==> src/rtl/mux_nto1_rr_pkg.sv <==
// Shared constants for the Tx datapath multiplexers.
// MODE_EXT / MODE_RR encode the mode_rr input of the N:1 muxes.
package mux_nto1_rr_pkg;

  localparam logic MODE_EXT = 1'b0;
  localparam logic MODE_RR  = 1'b1;

endpackage

==> src/rtl/mux_nto1_rr_arbiter.sv <==
// Purely combinational round-robin arbiter.
// Ports:
//   i_req         per-lane request vector
//   i_ptr         lane index with highest priority this cycle (must be < CHANNELS)
//   o_grant       index of the first requesting lane at or after i_ptr, wrapping
//   o_grant_valid at least one lane is requesting
module mux_nto1_rr_arbiter #(
  parameter int unsigned CHANNELS = 4,
  parameter int unsigned SEL_W    = 2
) (
  input  logic [CHANNELS-1:0] i_req,
  input  logic [SEL_W-1:0]    i_ptr,
  output logic [SEL_W-1:0]    o_grant,
  output logic                o_grant_valid
);

  logic             w_hi_found;
  logic             w_lo_found;
  logic [SEL_W-1:0] w_hi_idx;
  logic [SEL_W-1:0] w_lo_idx;

  // Two ascending scans: the first request at or above the pointer wins; otherwise the wrap
  // around falls back to the lowest requesting lane overall.
  always_comb begin
    w_hi_found = 1'b0;
    w_lo_found = 1'b0;
    w_hi_idx   = '0;
    w_lo_idx   = '0;
    for (int k = 0; k < int'(CHANNELS); k++) begin
      if (i_req[k]) begin
        if (!w_lo_found) begin
          w_lo_found = 1'b1;
          w_lo_idx   = SEL_W'(k);
        end
        if (!w_hi_found && (SEL_W'(k) >= i_ptr)) begin
          w_hi_found = 1'b1;
          w_hi_idx   = SEL_W'(k);
        end
      end
    end
  end

  assign o_grant       = w_hi_found ? w_hi_idx : w_lo_idx;
  assign o_grant_valid = w_lo_found;

endmodule

==> src/rtl/mux_nto1_rr.sv <==
// N:1 registered lane multiplexer for the Tx datapath.
// Picks one of CHANNELS WIDTH-bit lanes by external select or by round-robin over valid lanes,
// and holds it in a one-deep output register with valid/ready handshake.
// Ports:
//   clk, reset_L  rising-edge clock, asynchronous active-low reset
//   mode_rr       0 = external select (ext_sel), 1 = round-robin
//   ext_sel       lane index used in external mode
//   data_in       lane k at [k*WIDTH +: WIDTH]
//   valid_in      per-lane valid
//   ready_in      downstream takes data_out this cycle
//   ack_out       one-hot, combinational: lane consumed this cycle
//   data_out      registered selected data
//   valid_out     registered valid for data_out
//   sel_out       registered index of the lane held in data_out
module mux_nto1_rr
  import mux_nto1_rr_pkg::*;
#(
  parameter int unsigned WIDTH    = 8,
  parameter int unsigned CHANNELS = 4,
  parameter int unsigned SEL_W    = 2
) (
  input  logic                      clk,
  input  logic                      reset_L,
  input  logic                      mode_rr,
  input  logic [SEL_W-1:0]          ext_sel,
  input  logic [CHANNELS*WIDTH-1:0] data_in,
  input  logic [CHANNELS-1:0]       valid_in,
  input  logic                      ready_in,
  output logic [CHANNELS-1:0]       ack_out,
  output logic [WIDTH-1:0]          data_out,
  output logic                      valid_out,
  output logic [SEL_W-1:0]          sel_out
);

  logic [WIDTH-1:0]    r_data_q, r_data_d;
  logic                r_valid_q, r_valid_d;
  logic [SEL_W-1:0]    r_sel_q, r_sel_d;
  logic [SEL_W-1:0]    r_ptr_q, r_ptr_d;

  logic                w_accept;
  logic [SEL_W-1:0]    w_grant;
  logic                w_grant_valid;
  logic                w_ext_ok;
  logic                w_ext_valid;
  logic [WIDTH-1:0]    w_ext_data;
  logic [CHANNELS-1:0] w_ext_onehot;
  logic [WIDTH-1:0]    w_gnt_data;
  logic [CHANNELS-1:0] w_gnt_onehot;
  logic [CHANNELS-1:0] w_ack;

  mux_nto1_rr_arbiter #(
    .CHANNELS (CHANNELS),
    .SEL_W    (SEL_W)
  ) u_arbiter (
    .i_req         (valid_in),
    .i_ptr         (r_ptr_q),
    .o_grant       (w_grant),
    .o_grant_valid (w_grant_valid)
  );

  // Register is free when empty or being drained; allows load and drain in the same cycle.
  assign w_accept = ready_in | ~r_valid_q;

  // Lane selection by compare rather than variable slice, so an out-of-range ext_sel simply
  // matches nothing and reads as an idle lane.
  always_comb begin
    w_ext_ok     = 1'b0;
    w_ext_valid  = 1'b0;
    w_ext_data   = '0;
    w_ext_onehot = '0;
    w_gnt_data   = '0;
    w_gnt_onehot = '0;
    for (int k = 0; k < int'(CHANNELS); k++) begin
      if (ext_sel == SEL_W'(k)) begin
        w_ext_ok        = 1'b1;
        w_ext_valid     = valid_in[k];
        w_ext_data      = data_in[k*WIDTH +: WIDTH];
        w_ext_onehot[k] = 1'b1;
      end
      if (w_grant == SEL_W'(k)) begin
        w_gnt_data      = data_in[k*WIDTH +: WIDTH];
        w_gnt_onehot[k] = 1'b1;
      end
    end
  end

  always_comb begin
    r_data_d  = r_data_q;
    r_valid_d = r_valid_q;
    r_sel_d   = r_sel_q;
    r_ptr_d   = r_ptr_q;
    w_ack     = '0;
    if (w_accept) begin
      if (mode_rr == MODE_EXT) begin
        if (w_ext_ok) begin
          r_data_d  = w_ext_data;
          r_valid_d = w_ext_valid;
          r_sel_d   = ext_sel;
          if (w_ext_valid) begin
            w_ack = w_ext_onehot;
          end
        end else begin
          r_valid_d = 1'b0;
        end
      end else begin
        if (w_grant_valid) begin
          r_data_d  = w_gnt_data;
          r_valid_d = 1'b1;
          r_sel_d   = w_grant;
          w_ack     = w_gnt_onehot;
          r_ptr_d   = (w_grant == SEL_W'(CHANNELS - 1)) ? '0 : w_grant + 1'b1;
        end else begin
          r_valid_d = 1'b0;
        end
      end
    end
  end

  always_ff @(posedge clk or negedge reset_L) begin
    if (!reset_L) begin
      r_data_q  <= '0;
      r_valid_q <= 1'b0;
      r_sel_q   <= '0;
      r_ptr_q   <= '0;
    end else begin
      r_data_q  <= r_data_d;
      r_valid_q <= r_valid_d;
      r_sel_q   <= r_sel_d;
      r_ptr_q   <= r_ptr_d;
    end
  end

  // Empty register makes accept true during reset; keep lanes from seeing a spurious ack.
  assign ack_out   = w_ack & {CHANNELS{reset_L}};
  assign data_out  = r_data_q;
  assign valid_out = r_valid_q;
  assign sel_out   = r_sel_q;

endmodule

==> config.mk <==
export PLATFORM = sky130hd
export DESIGN_NAME = mux_nto1_rr
export DESIGN_NICKNAME = d
export VERILOG_FILES = /design/src/rtl/mux_nto1_rr_pkg.sv /design/src/rtl/mux_nto1_rr_arbiter.sv /design/src/rtl/mux_nto1_rr.sv
export SDC_FILE = /design/constraint.sdc
export NUM_CORES = 1
export LEC_CHECK = 0
export CORE_ASPECT_RATIO = 0.8
export CORE_UTILIZATION = 50
export CTS_CLUSTER_DIAMETER = 50
export CTS_CLUSTER_SIZE = 12
export DETAILED_ROUTE_END_ITERATION = 6
export DONT_BUFFER_PORTS = 1
export PLACE_DENSITY = 0.63
export SETUP_SLACK_MARGIN = 0.05
export SLEW_MARGIN = 20
export SYNTH_ARGS = -nofsm -noshare
export SYNTH_HDL_FRONTEND = slang
export SYNTH_HIERARCHICAL = 1
export SYNTH_SLANG_ARGS = --single-unit
==> constraint.sdc <==
create_clock -name clk -period 5.04 [get_ports clk]
set_input_delay 1.008 -clock clk [delete_from_list [all_inputs] [get_ports clk]]
set_output_delay 1.008 -clock clk [all_outputs]
set_load 0.05 [all_outputs]
==> impl_metrics.env, run 1 <==
export IMPL_fin_crit_ns=3.624
export IMPL_ys_warn_count=6
export IMPL_finalHoldViolations=0
export IMPL_post_cts_setup_buffer_count=0
export IMPL_grt_pass1_vias=987
export IMPL_start_util_pct=55.56
export IMPL_ys_top_cells_by_count="13 x dfrtp_1, 11 x nor2_1, 11 x nor2b_1"
export IMPL_dr_pass1_iters=7
export IMPL_fin_setup_tns_ns=0
export IMPL_die_h_um=46.74
export IMPL_num_vias=1079
export IMPL_wl_um=3201
export IMPL_h_tree_depth=1
export IMPL_start_kind="primary input"
export IMPL_dp_hpwl_um=2331
export IMPL_leakage_nw=0.4714
export IMPL_root_buffer="clkbuf_4"
export IMPL_yosysTopAreaCellShare_pct=26.00
export IMPL_clock_latency_ns=0.28
export IMPL_arrival_ns=2.62
export IMPL_postRouteAntennaNets=0
export IMPL_period_share_pct=71.90
export IMPL_yosysMostFrequentCell="dfrtp_1"
export IMPL_port_buffers=0
export IMPL_drive_above_1_share_pct=12.30
export IMPL_boundaryPins=57
export IMPL_path_max_fanout=6
export IMPL_wl_per_cell_um=21.78
export IMPL_die_area_mm2=0.002708
export IMPL_gr_usage_all_layers_pct=24.65
export IMPL_cts_buffers=3
export IMPL_ys_seq_area_share_pct=26.00
export IMPL_drc=4
export IMPL_synthArstFlopShare_pct=100.0
export IMPL_max_slew_margin_pct=38.82
export IMPL_synth_edff_count=0
export IMPL_yosys_area_top_type="dfrtp_1"
export IMPL_finalSetupViolations=0
export IMPL_drtIter0Drc=95
export IMPL_slew_viol_final=0
export IMPL_critPathKind="in -> out"
export IMPL_holdWs_ns=0.4100
export IMPL_ys_seq_elements=13
export IMPL_maxCapViolCount=0
export IMPL_gp_congestion=0.7881
export IMPL_core_area_mm2=0.002252
export IMPL_synth_cells=127
export IMPL_postSynthAreaPerCell_um2=9.852
export IMPL_peakVddDrop_mv=0.2237
export IMPL_synth_net_count=173
export IMPL_hp_class="in -> async"
export IMPL_tightest_slew_ns=0.9143
export IMPL_status="finished, violations left"
export IMPL_fmax_mhz=275.9
export IMPL_power_density_mw_per_mm2=441.4
export IMPL_synthFlopType="dfrtp_1"
export IMPL_syn_cell_area_mm2=0.001251
export IMPL_violations="design-rule violations"
export IMPL_vias_per_cell=7.340
export IMPL_synth_cell_type_count=31
export IMPL_die_x_um=57.93
export IMPL_antenna_found_initial=0
export IMPL_nets=169
export IMPL_ctsHoldBuffers=0
export IMPL_grt_max_degree=29
export IMPL_cts_tree="done"
export IMPL_clock_path_buffers=2
export IMPL_cts_sinks=13
export IMPL_num_antenna_cells=0
export IMPL_row_count=15
export IMPL_skew_ns=0.001803
export IMPL_grt_ovfl_total=0
export IMPL_required_ns=4.03
export IMPL_synth_area_leaders="dfrtp_1 26%, mux4_1 8.4%, mux4_2 7.2%, a221oi_1 5.6%, o221ai_1 5.6%"
export IMPL_syn2layout_area_growth_pct=-0.09990
export IMPL_post_cts_resize_count=0
export IMPL_grt_pass1_wl_um=4899
export IMPL_crit_path_end_kind="output pin"
export IMPL_rsz0062_at_grt="false"
export IMPL_cts_clk_slew_worst_paths_ns=0.09
## sequential cells by signal, indices dropped and copies added, names as in the netlist
name / count
sel_out: 2
data_out: 8
r_ptr_q: 2
valid_out: 1
## critical path: stages
cell      delay [ns]
nor3b_1         0.22
a211oi_1        0.08
nor2_1          0.25
ha_1            0.26
a32oi_1         0.11
nor2_1          0.68
## placed cells by master (no fill, tap or decap)
cell,n
nor3b_1,1
mux4_1,4
mux2i_1,4
nand2b_1,2
o22a_1,8
clkbuf_1,1
nand3_1,4
a221oi_2,1
o211ai_1,1
inv_1,4
a21oi_1,6
and2b_2,1
dfrtp_1,13
buf_4,3
nor2b_1,11
clkbuf_4,3
o221ai_1,8
nor2_1,11
ha_1,4
mux2_2,2
nand2_1,4
or2_2,1
mux4_2,4
a211oi_1,2
nor4b_1,1
a32oi_1,1
a31oi_1,1
o21ai_0,8
a221oi_1,8
## cells by family (layout without fill, tap and decap cells)
kind of cell | Yosys count | count (layout) | share of synthesized area [%]
AOI/OAI and AO/OA | 44 | 44 | 26.60
muxes | 14 | 14 | 20.60
DFF | 13 | 13 | 26.00
buffers and inverters | 16 | 11 | 7.699
and+or+nand+nor | 36 | 36 | 15.10
adders and majority gates | 4 | 4 | 4.000
## per-layer routing
layer  up-vias  GRT usage [%]  routed length [µm]
met5         -              0                   0
met4         0          5.238                  11
met3         3          9.366                 378
met2        61          41.61                1500
met1       519          30.96                1310
li1        496              -                   -
## power by group
group	internal [mW]	switching (mW)	leakage [nW]	total [mW]
logic	0.106	0.123	0.308	0.229
registers	0.136	0.119	0.148	0.255
clock network	0.0307	0.0370	0.0150	0.0678
## layout make-up
class / instances / area [µm²]
clock buffer: 4 / 26.28
multi-input combinational: 98 / 829.5
timing repair buffer: 3 / 22.52
sequential: 13 / 325.3
fill: 202 / 1002
tap: 25 / 31.28
inverter: 4 / 15.01
## metrics by stage
step           worst slack [ns]  area, µm²  power, mW  cells  util [%]
2_1_floorplan             1.353       1251     0.4494    127         -
4_1_cts                   1.410       1250     0.5524    147     55.50
5_1_grt                   1.305       1250     0.5865    147     55.50
3_3_place_gp              1.539       1224     0.4773    143     54.33
6_report                  1.416       1250     0.5517    147     55.50
3_5_place_dp              1.418       1224     0.4852    143     54.33
## path summary, 6_finish.rpt
check,from,to,slack [ns],cells past startpoint
max in group asynchronous,reset_L,valid_out,4.56,0
min in group clk,r_ptr_q[0],r_ptr_q[0],0.63,1
worst min-delay path,reset_L,data_out[6],0.41,0
worst max register to register,r_ptr_q[1],data_out[2],2.38,9
worst min register to register,r_ptr_q[0],r_ptr_q[0],0.63,1
worst max-delay path,valid_in[1],ack_out[2],1.42,6
No activity file was read; power rests on OpenSTA's default activity.
==> run 2, diff against run 1 <==
--- a/config.mk
+++ b/config.mk
@@ -5,6 +5,7 @@
 export SDC_FILE = /design/constraint.sdc
 export NUM_CORES = 1
 export LEC_CHECK = 0
+export ABC_AREA = 1
 export CORE_ASPECT_RATIO = 0.8
 export CORE_UTILIZATION = 50
 export CTS_CLUSTER_DIAMETER = 50
==> constraint.sdc (replaced) <==
create_clock -name clk -period 3.7 [get_ports clk]
set_input_delay 0.74 -clock clk [delete_from_list [all_inputs] [get_ports clk]]
set_output_delay 0.74 -clock clk [all_outputs]
set_load 0.05 [all_outputs]
==> run 2 against run 1 <==
Net effect:
- largest power group is now combinational logic
- the flow now finishes without violations
- non-clock buffer count increased by 3
- wire length increased by 26%
- register-to-register slack got worse by 0.90 ns
==> impl_metrics.env, run 2 <==
export IMPL_fin_crit_ns=2.963
export IMPL_power_density_mw_per_mm2=566.5
export IMPL_num_vias=1631
export IMPL_antenna_found_initial=0
export IMPL_dp_hpwl_um=3065
export IMPL_postSynthAreaPerCell_um2=5.484
export IMPL_port_buffers=0
export IMPL_rsz0062_at_grt="false"
export IMPL_die_x_um=61.24
export IMPL_synth_cells=256
export IMPL_status="completed"
export IMPL_drive_above_1_share_pct=7.031
export IMPL_syn_cell_area_mm2=0.001404
export IMPL_cts_sinks=13
export IMPL_postRouteAntennaNets=0
export IMPL_tightest_slew_ns=0.6368
export IMPL_ys_warn_count=6
export IMPL_synth_area_leaders="nand2_1 33%, dfrtp_1 23%, a21oi_1 10%, nand3_1 7.5%, inv_1 6.1%"
export IMPL_root_buffer="clkbuf_4"
export IMPL_wl_per_cell_um=13.87
export IMPL_gp_congestion=0.8803
export IMPL_cts_buffers=3
export IMPL_yosysTopAreaCellShare_pct=33.16
export IMPL_fmax_mhz=337.6
export IMPL_seq_area_um2=325.3
export IMPL_start_util_pct=55.22
export IMPL_layout_setup_ws_ns=0.7375
export IMPL_ys_top_cells_by_count="124 x nand2_1, 28 x a21oi_1, 23 x inv_1"
export IMPL_synth_net_count=302
export IMPL_clock_path_buffers=2
export IMPL_largest_reg_flops=8
export IMPL_ys_seq_area_share_pct=23.17
export IMPL_h_tree_depth=1
export IMPL_die_area_mm2=0.003025
export IMPL_pre_cts_ws_ns=0.7629
export IMPL_hp_class="in -> async"
export IMPL_grt_pass1_vias=1568
export IMPL_num_antenna_cells=0
export IMPL_finalHoldViolations=0
export IMPL_drtIter0Drc=147
export IMPL_wl_um=4049
export IMPL_gr_usage_all_layers_pct=29.84
export IMPL_slew_viol_final=0
export IMPL_final_common_cell="nand2_1"
export IMPL_ys_seq_elements=13
export IMPL_fin_setup_tns_ns=0
export IMPL_synthArstFlopShare_pct=100.0
export IMPL_period_share_pct=80.07
export IMPL_start_kind="primary input"
export IMPL_die_h_um=49.40
export IMPL_synth_edff_count=0
export IMPL_yosysMostFrequentCell="nand2_1"
export IMPL_grt_max_degree=19
export IMPL_r2r_worst_path_cells=15
export IMPL_final_core_util_pct=57.92
export IMPL_syn2layout_area_growth_pct=4.902
export IMPL_finalSetupViolations=0
export IMPL_cts_tree="done"
export IMPL_arrival_ns=2.22
export IMPL_nets=303
export IMPL_critPathKind="in -> out"
export IMPL_leakage_nw=0.8292
export IMPL_max_slew_margin_pct=57.55
export IMPL_fill_cells=287
export IMPL_post_cts_resize_count=0
export IMPL_skew_ns=0.01142
export IMPL_ctsHoldBuffers=0
export IMPL_dr_pass1_iters=5
export IMPL_path_max_fanout=18
export IMPL_synthFlopType="dfrtp_1"
export IMPL_final_cell_mix="124 x nand2_1, 28 x a21oi_1, 23 x inv_1"
export IMPL_maxCapViolCount=0
export IMPL_peakVddDrop_mv=0.3342
export IMPL_clock_latency_ns=0.28
export IMPL_yosys_area_top_type="nand2_1"
export IMPL_vias_per_cell=5.586
export IMPL_required_ns=2.96
export IMPL_core_area_mm2=0.002542
export IMPL_row_count=16
export IMPL_grt_ovfl_total=0
export IMPL_crit_path_end_kind="output pin"
export IMPL_multi_input_area_um2=933.4
export IMPL_drc=0
export IMPL_boundaryPins=57
export IMPL_synth_cell_type_count=19
export IMPL_cts_clk_slew_worst_paths_ns=0.08
export IMPL_grt_pass1_wl_um=6810
export IMPL_post_cts_setup_buffer_count=0
## run 2: changes by cell type in the layout (fill, tap and decap cells not counted), sizes merged, moves of 9 or more
cell	change
nand3	+17
a221oi	-9
a21oi	+22
nor2b	-11
nand2	+120
inv	+22
## run 2: stage by stage
stage / std cells / area (µm²) / hold WS (ns) / total power, mW
finish: 292 / 1473 / 0.1417 / 0.8342
global placement: 288 / 1446 / 0.4446 / 0.7344
detailed placement: 288 / 1446 / 0.4446 / 0.7459
floorplan: 256 / 1404 / 0.4444 / 0.6556
global route: 292 / 1473 / 0.1219 / 0.9114
CTS: 292 / 1473 / 0.1407 / 0.8346
## run 2: critical path, cell delays in order
cell     delay, ns
nand2_1       0.08
nand2_1       0.05
nand2_1       0.07
nand3_1       0.07
nand2_1       0.15
ha_1          0.59
a21oi_1       0.13
nor2_1        0.12
buf_4         0.20
## run 2: where the power goes
part           total, mW  internal, mW  switching (mW)
registers          0.338         0.184           0.154
logic              0.409         0.138           0.271
clock network     0.0875        0.0418          0.0456
## run 2: layer usage
| metal | vias up | global-route usage (%) | share of wire (%) |
|---|---|---|---|
| met3 | 4 | 5.836 | 8.6 |
| met2 | 81 | 52.17 | 49 |
| li1 | 813 | - | - |
| met4 | 0 | 4.924 | 0.42 |
| met1 | 733 | 37.64 | 42 |
| met5 | - | 0 | 0 |
## run 2: cell type report
| type | instances | area share, % |
|---|---|---|
| Clock buffer | 4 | 1.784 |
| Inverter | 26 | 6.627 |
| Multi-Input combinational cell | 207 | 63.38 |
| Sequential cell | 13 | 22.09 |
| Tap cell | 36 | 3.059 |
| Timing Repair Buffer | 6 | 3.059 |
## run 2: final timing paths
path / from / end / slack, ns
max: valid_in[0] / ack_out[3] / 0.74
min: reset_L / data_out[1] / 0.14
max reg2reg: r_ptr_q[0] / data_out[4] / 1.48
min reg2reg: r_ptr_q[1] / r_ptr_q[1] / 0.56
max in group asynchronous: reset_L / valid_out / 3.47
min in group clk: r_ptr_q[1] / r_ptr_q[1] / 0.56
## run 2: cells by family after synthesis
| kind of cell | count (synthesis) | synth area share [%] |
|---|---|---|
| simple gates | 159 | 45.28 |
| compound gates | 43 | 16.84 |
| buf+inv | 36 | 10.34 |
| flops | 13 | 23.17 |
| fa+ha+maj | 4 | 3.565 |
| mux | 1 | 0.8021 |
